`src/rtl/encoder16x4_seq.sv`:
```
// encoder16x4_seq: sequential 16-to-4 request encoder with a pending register,
// a two-state valid/ready output stage and a sticky overflow flag.
// Optional feature: define ENC_ROUND_ROBIN_EN to replace fixed lowest-index
// priority with rotating priority that starts after the last granted index.
module encoder16x4_seq (
  input  logic        clk,
  input  logic        rst_n,
  input  logic        en,
  input  logic [15:0] d,
  input  logic        out_ready,
  output logic [3:0]  i,
  output logic        valid,
  output logic        ovf
);

  typedef enum logic {IDLE = 1'b0, HOLD = 1'b1} state_t;

  state_t      state_reg, state_next;
  logic [15:0] pend_reg, pend_next;
  logic [3:0]  i_reg, i_next;
  logic        ovf_reg, ovf_next;
  logic        handshake;
  logic [15:0] clr;
  logic [15:0] captured;
  logic [15:0] remain;
  logic [15:0] pick_src;
  logic [3:0]  pick_idx;

`ifdef ENC_ROUND_ROBIN_EN
  logic [3:0]  last_reg, last_next;
  logic [3:0]  start_idx;
`endif

  assign handshake = (state_reg == HOLD) && out_ready;
  assign captured  = en ? d : 16'h0000;
  // Only requests already pending before this edge are eligible for a load;
  // bits arriving with d on this edge are picked up on the following edge.
  assign remain    = pend_reg & ~clr;

  // One-hot clear of the index being handed off this cycle.
  always_comb begin
    clr = 16'h0000;
    if (handshake) begin
      clr[i_reg] = 1'b1;
    end
  end

  // Pending update: set from d wins over a same-edge clear; overflow when a
  // captured bit lands on a bit that stays pending.
  always_comb begin
    pend_next = remain | captured;
    ovf_next  = ovf_reg | (|(captured & remain));
  end

  // Source vector for the priority search: full pend when idle, remainder
  // after the current handoff when holding.
  always_comb begin
    pick_src = (state_reg == HOLD) ? remain : pend_reg;
  end

`ifdef ENC_ROUND_ROBIN_EN
  assign start_idx = last_reg + 4'd1;

  // Rotating priority: first set bit at or after start_idx, wrapping 15->0.
  always_comb begin
    logic       found;
    logic [3:0] idx;
    found    = 1'b0;
    pick_idx = 4'h0;
    idx      = 4'h0;
    for (int k = 0; k < 16; k++) begin
      idx = start_idx + k[3:0];
      if (!found && pick_src[idx]) begin
        pick_idx = idx;
        found    = 1'b1;
      end
    end
  end

  // Pointer follows every completed handoff.
  always_comb begin
    last_next = last_reg;
    if (handshake) begin
      last_next = i_reg;
    end
  end
`else
  // Fixed priority: lowest set index wins (scan high to low, last hit sticks).
  always_comb begin
    pick_idx = 4'h0;
    for (int k = 15; k >= 0; k--) begin
      if (pick_src[k]) begin
        pick_idx = k[3:0];
      end
    end
  end
`endif

  // Output stage next-state: load on pending work, hold while stalled,
  // chain back-to-back grants or drop to IDLE after the last handoff.
  always_comb begin
    state_next = state_reg;
    i_next     = i_reg;
    case (state_reg)
      IDLE: begin
        if (pend_reg != 16'h0000) begin
          state_next = HOLD;
          i_next     = pick_idx;
        end
      end
      HOLD: begin
        if (out_ready) begin
          if (remain != 16'h0000) begin
            i_next = pick_idx;
          end else begin
            state_next = IDLE;
          end
        end
      end
      default: state_next = IDLE;
    endcase
  end

  // State registers with asynchronous active-low reset.
  always_ff @(posedge clk or negedge rst_n) begin
    if (!rst_n) begin
      state_reg <= IDLE;
      pend_reg  <= 16'h0000;
      i_reg     <= 4'h0;
      ovf_reg   <= 1'b0;
    end else begin
      state_reg <= state_next;
      pend_reg  <= pend_next;
      i_reg     <= i_next;
      ovf_reg   <= ovf_next;
    end
  end

`ifdef ENC_ROUND_ROBIN_EN
  // Round-robin pointer register.
  always_ff @(posedge clk or negedge rst_n) begin
    if (!rst_n) begin
      last_reg <= 4'h0;
    end else begin
      last_reg <= last_next;
    end
  end
`endif

  assign i     = i_reg;
  assign valid = (state_reg == HOLD);
  assign ovf   = ovf_reg;

endmodule

```
`config.mk`:
```
export PLATFORM = sky130hd
export DESIGN_NAME = encoder16x4_seq
export DESIGN_NICKNAME = d
export VERILOG_FILES = /design/src/rtl/encoder16x4_seq.sv
export SDC_FILE = /design/constraint.sdc
export NUM_CORES = 1
export LEC_CHECK = 0
export ABC_AREA = 1
export CAP_MARGIN = 30
export CORE_MARGIN = 5
export CORE_UTILIZATION = 45
export DETAILED_ROUTE_END_ITERATION = 16
export PLACE_DENSITY = 0.74
export SLEW_MARGIN = 25
export SYNTH_ARGS = -nofsm -noshare
export SYNTH_HDL_FRONTEND = slang
export SYNTH_SLANG_ARGS = --single-unit
```
`constraint.sdc`:
```
create_clock -name clk -period 1.7 [get_ports clk]
set_input_delay 0.34 -clock clk [delete_from_list [all_inputs] [get_ports clk]]
set_output_delay 0.34 -clock clk [all_outputs]
set_load 0.02 [all_outputs]
```
==> impl_metrics.yaml, run 1 <==
setup_path:
  criticalPathCategory: "reg -> reg"
  r2r-start: "i[0]"
  critPathMaxFanout: 7
  worst_ep_required_time_ns: 1.91
  start_kind: "flip-flop"
  cp-end-kind: "flip-flop"
  ff2ff_path_depth: 12
  crit_start: "i[0]"
  reg2reg_slack_ns: -0.13
  r2r-end: "i[1]"
  arrival_ns: 2.04
  setup.worst_path.end: "i[1]"
clock_tree:
  path_clk_slew_ns: 0.13
  cts_sinks: 22
  cts_tree: "built"
  hold_buffers: 0
  cts_made_buffers: 3
  cts.path.max_buffers: 2
  cts-htree-levels: 1
  cts_root_buf: "clkbuf_4"
  insertion_delay_ns: 0.31
drt:
  drt-total-wl_um: 3710
  routed-wl-met2_um: 1880
  wl_per_cell_um: 14.2
  drt_pre_antenna_iters: 4
  top_layer_used: "met4"
  m1WireLength_um: 1640
  drc: 0
  final_antenna_net_count: 0
  via_per_inst: 5.16
  route.met3.wl_um: 168
  dr_total_vias: 1348
  drt_iter0_drc: 50
timing:
  finalSetupViolations: 4
  fin_crit_sh: 1.08
  worstMarginPinSlew_ns: 0.303
  relSlewSlack: 0.798
  min_period_ns: 1.83
  rsz0062_at_grt: "true"
  fin_ws_ns: -0.129
  max_freq_mhz: 547
  finalMaxSlewViolations: 0
  hold_viol_final: 0
  final.setup_skew_ns: 0.00879
floorplan:
  die_width_um: 63.7
  die-area_mm2: 0.00405
  die_h_um: 63.7
  io_pins: 26
  fp.coreArea_mm2: 0.00276
  row_count: 19
  initial_core_util: 0.470
yosys:
  synth_top_flop_cell: "dfrtp_1"
  synth_area_per_cell_um2: 7.72
  post-synth-top-count-cell: "nand2_1"
  synth-seq-area-share: 0.425
  yosys.area.top_type: "dfrtp_1"
  yosys_warnings: 0
  ys_ff_latch: 22
  yosys-top-cells-count: "nand2_1, dfrtp_1, inv_1"
  syn-cell-area_mm2: 0.00130
  synthDistinctLibCells: 28
  synth_edf_count: 0
  synthTopCellsByArea: "dfrtp_1, nand2_1, inv_1"
  synth_async_sr_flop_share: 1.00
  synth_top_area_share: 0.425
  syn_inst: 168
  synth_fp_nets: 188
placement:
  gp_congestion: 0.861
  dp_hpwl_um: 2920
  dpl_cell_area_mm2: 0.00189
  placed_cells: 256
  port_buffers: 25
status:
  status: "complete, but fails checks"
  violations: "negative setup slack"
grt:
  overflow: 0
  grt_pass1_vias: 1374
  antenna_found_initial: 0
  grt_max_degree: 23
  grt_pass1_wl_um: 6290
  grtUsageTotal: 0.193
power:
  powerDensity_mw_per_mm2: 896
  ir_worst_vdd_mv: 0.973
  p_comb_frac: 0.439
  p_sw_uw: 679
  p_sw_frac: 0.386
  internal-power_uw: 1080
  clkPwrFrac: 0.171
  p_leak_uw: 0.000816
  seqPwrFrac: 0.390
flow_run:
  cap_violations: 0
cells_and_area:
  final_core_util: 0.711
  area_growth_pct: 51.3
  n_antenna_cell: 0
  final_cells: 261
  fin_nets: 251
  fin_area_mm2: 0.00196
  layout-drive-gt1-share: 0.378
  largest_reg_flops: 16
worst_hold_path:
  hp-class: "in -> async"
==> power by group through the flow <==
stage               registers (µW)  logic, µW  clock network, µW
floorplan                      717        355                  0
global placement               691        742                  0
detailed placement             694        760                  0
CTS                            684        761                307
global route                   692        834                343
finish                         686        771                300
==> layout by cell type, fill, tap and decap left out, types with 7 or more instances in the layout <==
cell / count
inv_1: 12
o21ai_0: 8
nor3_1: 10
clkdlybuf4s50_1: 18
nand2_1: 50
nand2_2: 7
nor2_2: 7
buf_4: 35
dfrtp_1: 17
==> layer usage <==
| metal | vias up | global-route usage |
|---|---|---|
| met3 | 6 | 0.0373 |
| met2 | 39 | 0.346 |
| met4 | 0 | 0.0390 |
| met5 | - | 0 |
| li1 | 674 | - |
| met1 | 629 | 0.236 |
==> per-stage QoR <==
step / TNS [ns] / hold slack (ns) / worst slack [ns] / total power, µW
2_1_floorplan: -0.0214 / 0.0444 / -0.0161 / 1070
3_3_place_gp: -3.02 / 0.547 / -0.587 / 1430
3_5_place_dp: -3.31 / 0.564 / -0.619 / 1450
4_1_cts: -0.197 / 0.377 / -0.108 / 1750
5_1_grt: -0.978 / 0.393 / -0.261 / 1870
6_report: -0.285 / 0.365 / -0.129 / 1760
==> worst max-delay path: stages (launching register included) <==
cell     delay [ns]
dfrtp_2        0.48
buf_4          0.14
nand3_2        0.12
o21ai_2        0.17
nand2_1        0.10
nor2_2         0.14
nand2_1        0.08
nor2_2         0.14
a21oi_2        0.07
inv_2          0.11
a21oi_4        0.04
nand3_2        0.07
o21ai_1        0.06
==> what timing repair did <==
item                       CTS  global route
resized for setup           12             4
setup endpoints to repair   10             6
cloned                       0             0
buffers inserted             0             1
pin swaps                    4             1
==> kinds of logic (layout without fill, tap and decap cells) <==
kind of cell / after synthesis / count (layout) / share of synthesized area
DFF: 22 / 22 / 0.425
AOI/OAI and AO/OA: 31 / 31 / 0.184
and+or+nand+nor: 93 / 93 / 0.326
buffers and inverters: 22 / 84 / 0.0647
==> worst min-delay path by stage <==
stage,slack (ns),start,end,cells past startpoint
after global routing,0.39,rst_n,i[2],2
after detailed placement,0.56,pend_reg[0],i[0],3
after global placement,0.55,pend_reg[0],i[0],3
after CTS,0.38,rst_n,pend_reg[13],2
final,0.36,rst_n,pend_reg[13],2
after floorplan,0.04,rst_n,i[0],0
==> layout make-up <==
| type | count | area [µm²] |
|---|---|---|
| tap | 31 | 38.8 |
| timing repair buffer | 60 | 508 |
| inverter | 20 | 82.6 |
| clock buffer | 4 | 36.3 |
| sequential | 22 | 557 |
| fill | 236 | 797 |
| multi-input combinational | 124 | 738 |
Note: power is estimated with default switching activity, not from simulation.
==> run 2: changes to the inputs <==
- ABC_AREA: 1 -> default
- PLACE_DENSITY: 0.74 -> 0.68
- clock period: 1.7 -> 2.2 ns (I/O delays scaled with it)
==> run 2 against run 1 <==
Against the previous run: the flow now finishes without violations; via count rose by 41%; first-iteration DRC count increased to 2.7 times the previous value; non-clock buffer count grew 9; critical path depth down 5; design area increased by 25%; routed wire length increased by 43%; utilization down 5.4 points.
==> impl_metrics.yaml, run 2 <==
setup_path:
  r2r-end: "ovf"
  worst-path-buf-inv: 1
  r2r-start: "i[0]"
  reg2reg_slack_ns: 0.04
  start_kind: "flip-flop"
  cp_top_family: "simple AND/OR/NAND/NOR gates"
  arrival_ns: 2.33
  crit_chain: "buf_6 -> or2_4 -> o21ai_2 -> o22ai_2 -> a221o_1 -> or4_1 -> a21o_1"
  setup.worst_path.end: "ovf"
  criticalPathCategory: "reg -> reg"
  crit_start: "i[0]"
  cp.depth: 7
  worst_ep_required_time_ns: 2.37
  crit_slowest_cell: "or4_1"
  critPathMaxFanout: 5
  max_stage_delay_ns: 0.50
  cp-end-kind: "flip-flop"
  ff2ff_path_depth: 7
floorplan:
  die-area_mm2: 0.00526
  row_count: 22
  io_pins: 26
  die_width_um: 72.5
  fp.coreArea_mm2: 0.00372
  die_h_um: 72.5
  initial_core_util: 0.474
timing:
  finalSetupViolations: 0
  hold_viol_final: 0
  rsz0062_at_grt: "true"
  relSlewSlack: 0.564
  finalMaxSlewViolations: 0
  max_freq_mhz: 463
  final.setup_skew_ns: 0.00576
  fin_crit_sh: 0.982
  worstMarginPinSlew_ns: 0.651
  min_period_ns: 2.16
  fin_tns_setup_ns: 0
  holdWs_ns: 0.482
cells_and_area:
  layout_commonest_cell: "buf_4"
  fin_nets: 294
  layout-drive-gt1-share: 0.275
  largest_reg_flops: 16
  mostFrequentLayoutCells: "buf_4, nand2_1, clkdlybuf4s50_1, dfrtp_1, o21ai_0"
  n_antenna_cell: 0
  area_growth_pct: 38.7
yosys:
  synthTopCellsByArea: "dfrtp_1, nand2_1, o21ai_0"
  yosys.area.top_type: "dfrtp_1"
  synth_fp_nets: 234
  syn_inst: 214
  synth_top_flop_cell: "dfrtp_1"
  syn-cell-area_mm2: 0.00176
  ys_ff_latch: 22
  synth-seq-area-share: 0.313
  synthXorXnorAreaFrac: 0
  synth_area_per_cell_um2: 8.23
  synth-simple-area-share: 0.252
  synthMuxAreaShare: 0.0362
  yosys-top-cells-count: "nand2_1, dfrtp_1, o21ai_0"
  synth_async_sr_flop_share: 1.00
  synth_edf_count: 0
  synth_top_family_by_area: "compound AO/OA/AOI/OAI gates"
  synth_compound_area_frac: 0.318
  post-synth-top-count-cell: "nand2_1"
  synth_fa_ha_area_frac: 0
  synthDistinctLibCells: 53
  synth_top_area_share: 0.313
  yosys_warnings: 0
grt:
  overflow: 0
  grtUsageTotal: 0.213
  antenna_found_initial: 0
  grt_max_degree: 23
  grt_pass1_wl_um: 8850
  grt_pass1_vias: 1759
power:
  p_sw_uw: 691
  powerDensity_mw_per_mm2: 736
  p_leak_uw: 0.000937
  p_comb_frac: 0.471
  ir_worst_vdd_mv: 0.552
  clkPwrFrac: 0.221
  seqPwrFrac: 0.309
  internal-power_uw: 1110
  p_sw_frac: 0.385
clock_tree:
  cts-htree-levels: 1
  cts.path.max_buffers: 2
  cts_made_buffers: 3
  insertion_delay_ns: 0.27
  path_clk_slew_ns: 0.09
  hold_buffers: 0
  cts_root_buf: "clkbuf_8"
  cts_sinks: 22
  cts_tree: "built"
drt:
  wl_per_cell_um: 16.5
  final_antenna_net_count: 0
  via_per_inst: 5.92
  drt_pre_antenna_iters: 4
  drt-total-wl_um: 5310
  drt_iter0_drc: 133
  drc: 0
  dr_total_vias: 1899
worst_hold_path:
  hp-class: "reg -> reg"
flow_run:
  cap_violations: 0
placement:
  dp_hpwl_um: 4040
  gp_congestion: 0.919
  port_buffers: 25
status:
  status: "finished, final reports clean"
-- run 2: how the worst min path moves through the flow --
stage,depth (start not counted),slack [ns],endpoint,startpoint
final,1,0.48,ovf,ovf
after global routing,1,0.52,ovf,ovf
after CTS,1,0.48,ovf,ovf
after detailed placement,1,0.46,ovf,ovf
after global placement,1,0.46,ovf,ovf
after floorplan,0,0.14,i[0],rst_n
-- run 2: power by group through the flow --
stage / clock network (µW) / registers, µW / logic, µW
after detailed placement: 0 / 552 / 774
after CTS: 406 / 543 / 783
after global placement: 0 / 553 / 769
after floorplan: 0 / 554 / 427
after global routing: 430 / 563 / 919
final: 397 / 555 / 846
-- run 2: worst register-to-register path, cell delays in order (launching register included) --
cell and delay [ns]:
dfrtp_1 0.45, buf_6 0.16, or2_4 0.27, o21ai_2 0.15
o22ai_2 0.08, a221o_1 0.26, or4_1 0.50, a21o_1 0.19
-- run 2: through the flow --
stage / util / worst slack, ns / cell area (µm²) / power, µW / cells
final: 0.657 / 0.0395 / 2440 / 1800 / 321
after global routing: 0.657 / -0.0214 / 2440 / 1910 / 321
after CTS: 0.633 / 0.0115 / 2350 / 1730 / 318
after detailed placement: 0.612 / -0.470 / 2270 / 1330 / 313
after global placement: 0.612 / -0.466 / 2270 / 1320 / 313
after floorplan: - / 0.0698 / 1760 / 981 / 214
-- run 2: area by class of cell --
type | count | area (µm²)
timing repair buffer | 69 | 591
tap | 48 | 60.1
clock buffer | 3 | 41.3
multi-input combinational | 166 | 1120
sequential | 22 | 553
inverter | 12 | 45.0
fill | 319 | 1270
clock inverter | 1 | 30.0
-- run 2: kinds of logic (layout without fill, tap and decap cells) --
logic type      Yosys count  after routing
mux                       6              6
flops                    22             22
compound gates           79             79
buf+inv                  26             85
simple gates             81             81
-- run 2: metal layers --
layer  vias to the layer above  track usage  routed length [µm]
met2                        56        0.350                2560
met1                       903        0.294                2420
li1                        926            -                   -
met3                        14       0.0346                 230
met4                         0       0.0451                  99
met5                         -            0                   0
-- run 2: repair_timing --
item / 4_1_cts / 5_1_grt
pin swaps: 0 / 8
gates resized for setup: 2 / 19
endpoints found under the setup margin: 3 / 3
setup buffers: 1 / 3
